--- src/rtl/fetch_pkg.sv ---
// Shared types for the instruction fetch front end.
//   fetch_entry_t : one prefetch queue entry {pc, instr}
//   fetch_state_e : fetch FSM states (RUN fetching, FAULT after misaligned redirect)
//   INSTR_BYTES   : size of one instruction word in bytes
package fetch_pkg;

  localparam int unsigned INSTR_BYTES = 4;

  typedef struct packed {
    logic [31:0] pc;
    logic [31:0] instr;
  } fetch_entry_t;

  typedef enum logic {
    RUN   = 1'b0,
    FAULT = 1'b1
  } fetch_state_e;

endpackage

--- src/rtl/fetch_fifo.sv ---
// Prefetch queue: synchronous FIFO of fetch_entry_t.
// Ports:
//   clk, rst_n   : clock, asynchronous active-low reset
//   push, push_data : write one entry (ignored during flush)
//   pop          : remove the head entry (ignored when empty or during flush)
//   flush        : drop every entry; wins over push and pop
//   head         : registered head entry (all-zero after reset)
//   empty, count : occupancy status
module fetch_fifo
  import fetch_pkg::*;
#(
  parameter int unsigned DEPTH = 4
) (
  input  logic                     clk,
  input  logic                     rst_n,
  input  logic                     push,
  input  fetch_entry_t             push_data,
  input  logic                     pop,
  input  logic                     flush,
  output fetch_entry_t             head,
  output logic                     empty,
  output logic [$clog2(DEPTH):0]   count
);

  localparam int unsigned AW = $clog2(DEPTH);
  localparam int unsigned CW = $clog2(DEPTH) + 1;

  fetch_entry_t   mem_q [DEPTH];
  fetch_entry_t   mem_d [DEPTH];
  logic [AW-1:0]  rd_ptr_q, rd_ptr_d;
  logic [AW-1:0]  wr_ptr_q, wr_ptr_d;
  logic [CW-1:0]  count_q, count_d;
  logic           do_push, do_pop, full;

  always_comb begin
    full     = (count_q == CW'(DEPTH));
    do_push  = push && !flush;
    do_pop   = pop && (count_q != '0) && !flush;
    mem_d    = mem_q;
    rd_ptr_d = rd_ptr_q;
    wr_ptr_d = wr_ptr_q;
    count_d  = count_q;
    if (flush) begin
      rd_ptr_d = '0;
      wr_ptr_d = '0;
      count_d  = '0;
    end else begin
      if (do_push) begin
        mem_d[wr_ptr_q] = push_data;
        wr_ptr_d        = wr_ptr_q + 1'b1;
      end
      if (do_pop) begin
        rd_ptr_d = rd_ptr_q + 1'b1;
      end
      count_d = count_q + CW'(do_push) - CW'(do_pop);
    end
  end

  always_ff @(posedge clk or negedge rst_n) begin
    if (!rst_n) begin
      for (int i = 0; i < DEPTH; i++) begin
        mem_q[i] <= '0;
      end
      rd_ptr_q <= '0;
      wr_ptr_q <= '0;
      count_q  <= '0;
    end else begin
      mem_q    <= mem_d;
      rd_ptr_q <= rd_ptr_d;
      wr_ptr_q <= wr_ptr_d;
      count_q  <= count_d;
    end
  end

  // The fetch credit rule makes this unreachable; a hit means the credit logic is broken.
  push_into_full_a : assert property (@(posedge clk) disable iff (!rst_n)
                                      !(push && !flush && full));

  assign head  = mem_q[rd_ptr_q];
  assign empty = (count_q == '0);
  assign count = count_q;

endmodule

--- src/rtl/instr_fetch_queue.sv ---
// Instruction fetch front end: drives the fetch PC toward a variable-latency
// instruction memory, buffers returned words with their PCs in a prefetch
// queue and hands them to decode over a valid/ready handshake. Redirects
// flush the queue and discard in-flight responses.
// Ports:
//   clk, resetn                       : clock, asynchronous active-low reset
//   imem_req_valid/ready/addr         : fetch request channel (word aligned)
//   imem_rsp_valid/data               : in-order responses, no backpressure
//   redirect_valid/redirect_pc        : single-cycle PC redirect from EX
//   id_valid/id_ready/id_pc/id_instr  : queue head toward IF/ID
//   misaligned_err                    : sticky, last redirect target not word aligned
module instr_fetch_queue
  import fetch_pkg::*;
#(
  parameter int unsigned DEPTH    = 4,
  parameter logic [31:0] RESET_PC = 32'h0000_0000
) (
  input  logic        clk,
  input  logic        resetn,
  output logic        imem_req_valid,
  input  logic        imem_req_ready,
  output logic [31:0] imem_req_addr,
  input  logic        imem_rsp_valid,
  input  logic [31:0] imem_rsp_data,
  input  logic        redirect_valid,
  input  logic [31:0] redirect_pc,
  output logic        id_valid,
  input  logic        id_ready,
  output logic [31:0] id_pc,
  output logic [31:0] id_instr,
  output logic        misaligned_err
);

  localparam int unsigned CW = $clog2(DEPTH) + 1;

  fetch_state_e  state_q, state_d;
  logic [31:0]   fetch_pc_q, fetch_pc_d;
  logic [31:0]   rsp_pc_q, rsp_pc_d;
  logic [CW-1:0] outstanding_q, outstanding_d;
  logic [CW-1:0] kill_cnt_q, kill_cnt_d;
  logic          misaligned_q, misaligned_d;

  logic [CW-1:0] q_count;
  logic          q_empty;
  fetch_entry_t  q_head;
  fetch_entry_t  push_entry;
  logic [CW:0]   in_use;
  logic          issue, keep_rsp, pop;

  always_comb begin
    // Queued entries plus requests in flight may never exceed the queue size,
    // so every response is guaranteed a slot.
    in_use         = {1'b0, q_count} + {1'b0, outstanding_q};
    imem_req_valid = resetn && (state_q == RUN) && !redirect_valid &&
                     (in_use < (CW+1)'(DEPTH));
    issue          = imem_req_valid && imem_req_ready;
    keep_rsp       = imem_rsp_valid && (kill_cnt_q == '0) && !redirect_valid;
    pop            = !q_empty && id_ready;
    push_entry     = '{pc: rsp_pc_q, instr: imem_rsp_data};

    state_d       = state_q;
    misaligned_d  = misaligned_q;
    fetch_pc_d    = issue ? fetch_pc_q + 32'(INSTR_BYTES) : fetch_pc_q;
    rsp_pc_d      = keep_rsp ? rsp_pc_q + 32'(INSTR_BYTES) : rsp_pc_q;
    outstanding_d = outstanding_q + CW'(issue) - CW'(imem_rsp_valid);
    kill_cnt_d    = kill_cnt_q;
    if (imem_rsp_valid && (kill_cnt_q != '0)) begin
      kill_cnt_d = kill_cnt_q - 1'b1;
    end

    if (redirect_valid) begin
      // Nothing issues in a redirect cycle, so outstanding_d already excludes
      // a response landing now; that response is dropped here and not killed twice.
      kill_cnt_d = outstanding_d;
      rsp_pc_d   = redirect_pc;
      if (redirect_pc[1:0] == 2'b00) begin
        fetch_pc_d   = redirect_pc;
        state_d      = RUN;
        misaligned_d = 1'b0;
      end else begin
        state_d      = FAULT;
        misaligned_d = 1'b1;
      end
    end
  end

  always_ff @(posedge clk or negedge resetn) begin
    if (!resetn) begin
      state_q       <= RUN;
      fetch_pc_q    <= RESET_PC;
      rsp_pc_q      <= RESET_PC;
      outstanding_q <= '0;
      kill_cnt_q    <= '0;
      misaligned_q  <= 1'b0;
    end else begin
      state_q       <= state_d;
      fetch_pc_q    <= fetch_pc_d;
      rsp_pc_q      <= rsp_pc_d;
      outstanding_q <= outstanding_d;
      kill_cnt_q    <= kill_cnt_d;
      misaligned_q  <= misaligned_d;
    end
  end

  fetch_fifo #(
    .DEPTH (DEPTH)
  ) u_fifo (
    .clk       (clk),
    .rst_n     (resetn),
    .push      (keep_rsp),
    .push_data (push_entry),
    .pop       (pop),
    .flush     (redirect_valid),
    .head      (q_head),
    .empty     (q_empty),
    .count     (q_count)
  );

  assign imem_req_addr  = fetch_pc_q;
  assign id_valid       = !q_empty;
  assign id_pc          = q_head.pc;
  assign id_instr       = q_head.instr;
  assign misaligned_err = misaligned_q;

endmodule
--- config.mk ---
export PLATFORM = sky130hd
export DESIGN_NAME = instr_fetch_queue
export DESIGN_NICKNAME = d
export VERILOG_FILES = /design/src/rtl/fetch_pkg.sv /design/src/rtl/fetch_fifo.sv /design/src/rtl/instr_fetch_queue.sv
export SDC_FILE = /design/constraint.sdc
export NUM_CORES = 1
export LEC_CHECK = 0
export CELL_PAD_IN_SITES_DETAIL_PLACEMENT = 0
export CELL_PAD_IN_SITES_GLOBAL_PLACEMENT = 2
export CORE_MARGIN = 2
export CORE_UTILIZATION = 35
export CTS_BUF_LIST = sky130_fd_sc_hd__clkbuf_8
export DETAILED_ROUTE_END_ITERATION = 10
export PLACE_DENSITY = 0.78
export SLEW_MARGIN = 5
export SYNTH_ARGS = -nofsm -noshare
export SYNTH_HDL_FRONTEND = slang
export SYNTH_SLANG_ARGS = --single-unit
--- constraint.sdc ---
create_clock -name clk -period 5.4 [get_ports clk]
set_input_delay 1.08 -clock clk [delete_from_list [all_inputs] [get_ports clk]]
set_output_delay 1.08 -clock clk [all_outputs]
set_load 0.02 [all_outputs]
==> metrics.yaml, run 1 <==
clock_network:
  cts_inserted_buffers: 59
  cts_resized: 0
  cts_tree: "done"
  htreeDepth: 2
  cts_setup_buffers: 0
  clock_path_buffers: 3
  postCtsHoldBufs: 0
  clock-sinks: 334
  path_clk_slew_ps: 60
  insertion_delay_ps: 650
  cts_root_buf: "clkbuf_8"
global_routing:
  grt_pass1_wl_mm: 57.7
  grt_max_degree: 160
  antenna_found_initial: 0
  gr-usage-all-layers: 0.165
  first_global_vias: 10068
  gr-total-overflow: 0
finish:
  design_area_um2: 18700
  num-nets-final: 1380
  fill_cells: 4009
  drive_above_1_share: 0.310
  area.growth.synth_to_final_pct: 22.2
  fin_cells: 1924
  final_cell_mix: "332 x dfrtp_1, 244 x mux2_2, 166 x clkdlybuf4s50_1, 93 x nand2_1, 74 x clkbuf_8"
  layout_commonest_cell: "dfrtp_1"
  diodes: 0
logic_synthesis:
  synth.cell_area_um2: 15300
  yosysWarnings: 0
  synth_nets: 1220
  syn_avg_cell_area_um2: 13.5
  seq_area_frac_synth: 0.547
  ys_async_sr_fraction: 1.00
  netlist_instances: 1134
  ys_seq_elements: 334
  synth_edf_count: 0
  synth_ff_type: "dfrtp_1"
  yosysUniqueCellTypes: 46
floorplanning:
  die_h_um: 213
  start_util: 0.355
  die_area_um2: 45400
  rows: 76
  core-area_um2: 43100
  ios: 169
  die_w_um: 213
worst_setup_path:
  crit_path_end_kind: "primary output"
  critPathArrivalTime_ps: 3070
  required_ps: 4320
  critPathLaunchType: "register"
  worstSetupPathType: "reg -> out"
  path_max_fanout: 40
sta:
  fin_crit_sh: 0.769
  drv_slew: 0
  hold_viol: 0
  max_freq_mhz: 241
  finalSetupViolations: 0
  rsz0062_at_grt: "no"
  worstMarginPinSlew_ps: 1140
  finClkSkew_ps: 33.3
  fin_tns_setup_ps: 0
  relSlewSlack: 0.241
  min_period_ps: 4150
pwr:
  cellLeakagePower_nw: 8.27
  power_w: 0.00868
  ir_drop_v: 0.000180
  cellPowerDensity_nw_per_um2: 465
placed_design:
  dp_hpwl_mm: 22.9
  dpl.cell_count: 1818
  port_buffers: 168
  gp_congestion: 0.754
  dpl-instance-area_um2: 17500
route:
  num_vias: 9609
  drtPass1Iterations: 4
  wl_per_cell_um: 19.0
  first_iter_violations: 461
  wirelength_mm: 36.6
  ant_nets: 0
  vias_per_cell: 4.99
  post-route-drc-count: 0
run_status:
  status: "complete, no violations"
flow_run:
  max-cap-violations: 0
hold_path:
  hp-class: "in -> async"
state kept, by name (all words and copies together), names as in the netlist:
name and cells:
rsp_pc_q 32, imem_req_addr 32, u_fifo.wr_ptr_q 2, misaligned_err 1, u_fifo.mem_q 256, u_fifo.count 3
u_fifo.rd_ptr_q 2, outstanding_q 3, kill_cnt_q 3
per-layer routing:
layer  vias to the layer above  GRT usage  share of wire
li1                       4415          -              -
met1                      4931      0.230           0.47
met2                       206      0.254           0.45
met3                        57     0.0444          0.059
met4                         0     0.0468          0.020
met5                         -          0              0
cell usage after synthesis, types with 8 or more instances:
master	instances	area (um^2)
inv_1	20	75.1
o21ai_0	66	330
xor2_1	14	123
nor4_1	16	100
mux2_2	244	2750
nand2_1	97	364
nor2_1	28	105
nor3_1	18	90.1
xnor2_1	49	429
mux4_2	64	1440
buf_2	8	40.0
nand4_1	15	93.8
nand3_1	18	90.1
buf_1	28	105
dfrtp_1	334	8360
clkbuf_1	39	146
ha_1	14	175
cells by family after synthesis:
group / share of synthesized area
DFF: 0.547
xor gates and xnor gates: 0.0361
muxes: 0.275
adders and majority gates: 0.0141
and+or+nand+nor: 0.0745
buffers and inverters: 0.0258
AOI/OAI and AO/OA: 0.0284
power breakdown:
| part | switching [W] | internal [W] |
|---|---|---|
| sequential | 0.000418 | 0.00305 |
| clock | 0.00105 | 0.00123 |
| combinational | 0.00131 | 0.00162 |
worst max-delay path: stages (launching register included):
cell and delay, ps:
dfrtp_4 820, buf_12 410, mux4_2 540, clkdlybuf4s50_1 640
final timing paths:
kind / start / slack [ps] / end / cells past startpoint
max in group asynchronous: resetn / 3280 / u_fifo.mem_q[246]$_DFFE_PN0P_ / 3
min in group clk: u_fifo.mem_q[247]$_DFFE_PN0P_ / 480 / u_fifo.mem_q[247]$_DFFE_PN0P_ / 2
max reg2reg: outstanding_q[2]$_DFF_PN0_ / 2140 / kill_cnt_q[2]$_DFFE_PN0P_ / 12
max: u_fifo.rd_ptr_q[0]$_DFFE_PN0P_ / 1250 / id_pc[14] / 3
min: resetn / 270 / u_fifo.mem_q[212]$_DFFE_PN0P_ / 1
min reg2reg: u_fifo.mem_q[247]$_DFFE_PN0P_ / 480 / u_fifo.mem_q[247]$_DFFE_PN0P_ / 2
through the flow:
step / utilization / hold slack (ps) / setup WS (ps)
6_report: 0.434 / 268 / 1250
5_1_grt: 0.434 / 217 / 1000
4_1_cts: 0.434 / 212 / 1090
3_5_place_dp: 0.407 / 469 / 1530
3_3_place_gp: 0.407 / 457 / 1540
2_1_floorplan: - / 445 / 2100
cell type report:
cell class | count | area (um^2) | share of cell area
sequential | 334 | 8370 | 0.448
multi-input combinational | 701 | 6570 | 0.352
timing repair buffer | 177 | 1770 | 0.0949
clock buffer | 74 | 1020 | 0.0545
tap | 585 | 732 | 0.0392
clock inverter | 32 | 149 | 0.00797
inverter | 21 | 78.8 | 0.00422
Note: power is estimated with default switching activity, not from simulation.
==> run 2: changes to the inputs <==
Clock period 5.4 ns to 4 ns, I/O delays scaled along.
==> metrics.yaml, run 2 (synthesized netlist as in run 1, its figures left out) <==
worst_setup_path:
  critical_path.cell_chain: "buf_12 > mux4_2 > clkdlybuf4s50_1"
  critPathLaunchType: "register"
  reg2reg_depth: 12  # unchanged
  cpPeakStageDelay_ps: 750  # -70 ps
  rr_endpoint: "kill_cnt_q[2]$_DFFE_PN0P_"
  critPathArrivalTime_ps: 2850  # -220 ps
  path_max_fanout: 22  # -45%
  required_ps: 3200  # -1120 ps
  r2r_setup_slack_ps: 900  # -1240 ps
  critical_path_buf_inv_count: 2  # unchanged
  cp_slowest_cell: "dfrtp_4"
  reg2reg_from: "outstanding_q[2]$_DFF_PN0_"
  crit_path_end_kind: "primary output"
  worstSetupPathType: "reg -> out"
  crit_family: "buffers and inverters"
placed_design:
  pre_cts_ws_ps: 696  # -839 ps
  port_buffers: 168  # unchanged
  gp_congestion: 0.785  # +4.1%
  dp_hpwl_mm: 23.2  # +1.0%
finish:
  drive_above_1_share: 0.320  # +0.00977
  final_cell_mix: "332 x dfrtp_1, 244 x mux2_2, 166 x clkdlybuf4s50_1, 93 x nand2_1, 74 x clkbuf_8"
  layout_commonest_cell: "dfrtp_1"
  fill_cells: 4025  # +0.40%
  largest_reg_flops: 256  # unchanged
  largest_register: "u_fifo.mem_q"
  num-nets-final: 1390  # +0.72%
  area.growth.synth_to_final_pct: 23.3
clock_network:
  clock_path_buffers: 3  # unchanged
  cts_resized: 0  # unchanged
  htreeDepth: 2  # unchanged
  cts_tree: "done"
  cts_root_buf: "clkbuf_8"
  cts_setup_buffers: 0  # unchanged
  cts_inserted_buffers: 58  # -1.7%
  postCtsHoldBufs: 0  # unchanged
  insertion_delay_ps: 650  # about the same
  clock-sinks: 334  # unchanged
  path_clk_slew_ps: 70  # about the same
sta:
  rsz0062_at_grt: "no"
  hold_viol: 0  # unchanged
  min_period_ps: 3650
  relSlewSlack: 0.267  # +0.0252
  fin_tns_setup_ps: 0  # unchanged
  finalWorstSetupSlack_ps: 350  # -897 ps
  max_freq_mhz: 274
  worstMarginPinSlew_ps: 1100  # -36.8 ps
  finalSetupViolations: 0  # unchanged
  drv_slew: 0  # unchanged
  fin_crit_sh: 0.912
  finClkSkew_ps: 32.0  # -1.28 ps
floorplanning:
  core-area_um2: 43100  # unchanged
  die_area_um2: 45400  # unchanged
  start_util: 0.355  # unchanged
  rows: 76  # unchanged
  die_w_um: 213  # unchanged
  ios: 169  # unchanged
  die_h_um: 213  # unchanged
global_routing:
  gr-usage-all-layers: 0.168  # +0.00239
  first_global_vias: 10283  # +2.1%
  antenna_found_initial: 3  # +3
  grt_pass1_wl_mm: 58.6  # +1.7%
  grt_max_degree: 142  # -11%
  gr-total-overflow: 0  # unchanged
route:
  vias_per_cell: 5.02  # +0.57%
  post-route-drc-count: 0  # unchanged
  wl_per_cell_um: 19.2  # +0.86%
  ant_nets: 0  # unchanged
  drtPass1Iterations: 4  # unchanged
  wirelength_mm: 37.0  # +1.2%
  num_vias: 9699  # +0.94%
  first_iter_violations: 387  # -16%
run_status:
  status: "complete, no violations"
flow_run:
  max-cap-violations: 0  # unchanged
hold_path:
  hp-class: "in -> async"
pwr:
  cellPowerDensity_nw_per_um2: 635  # +37%
  cellLeakagePower_nw: 8.33  # +0.67%
  ir_drop_v: 0.000229  # +27%
## run 2: per-stage QoR
step | instance area (um^2) | utilization | hold WS, ps | cells | total power (W)
6_report | 18800 | 0.438 | 340 | 1931 | 0.0120
5_1_grt | 18800 | 0.438 | 352 | 1931 | 0.0127
4_1_cts | 18800 | 0.438 | 303 | 1930 | 0.0122
3_5_place_dp | 17600 | 0.409 | 470 | 1829 | 0.00884
3_3_place_gp | 17600 | 0.409 | 456 | 1829 | 0.00874
2_1_floorplan | 15300 | - | 445 | 1134 | 0.00704
## run 2: area by class of cell
cell class,count,area (um^2),share of cell area
well taps,585,732,0.0388
multi-input cells,701,6570,0.348
diodes,1,2.50,0.000133
inverters,21,78.8,0.00418
flip-flops and latches,334,8370,0.444
clock buffers,74,1020,0.0540
clock inverters,27,201,0.0107
repair buffers,188,1880,0.0998
## run 2: where the power goes
| part | internal [W] | leakage, nW | switching [W] |
|---|---|---|---|
| Combinational | 0.00222 | 3.26 | 0.00181 |
| Sequential | 0.00412 | 4.38 | 0.000540 |
| Clock | 0.00184 | 0.687 | 0.00143 |
## run 2: layer usage
metal | part of all wire | vias to the layer above | track usage | wire, um
li1 | - | 4436 | - | -
met1 | 0.47 | 4965 | 0.233 | 17400
met2 | 0.45 | 223 | 0.257 | 16700
met3 | 0.059 | 71 | 0.0437 | 2180
met4 | 0.022 | 4 | 0.0533 | 809
met5 | 0.00078 | - | 0 | 29
## run 2: worst reg2reg max path: stages (launching register included)
cell and delay, ps:
dfrtp_1 400, ha_1 290, nor4b_1 500, and4_1 310, inv_2 140, ha_1 310
inv_1 40, ha_1 180, fa_1 380, xnor2_1 170, xnor2_1 150, nand2_1 70
o21ai_0 90
## run 2: worst max-delay path by stage
stage                                               from                        end  cells past startpoint
after floorplan                                   resetn  kill_cnt_q[2]$_DFFE_PN0P_                     13
after global placement                            resetn  kill_cnt_q[2]$_DFFE_PN0P_                     12
after detailed placement                          resetn  kill_cnt_q[2]$_DFFE_PN0P_                     12
after CTS                 u_fifo.rd_ptr_q[0]$_DFFE_PN0P_                   id_pc[3]                      3
after global routing      u_fifo.rd_ptr_q[0]$_DFFE_PN0P_                   id_pc[0]                      3
final                     u_fifo.rd_ptr_q[0]$_DFFE_PN0P_                   id_pc[0]                      3
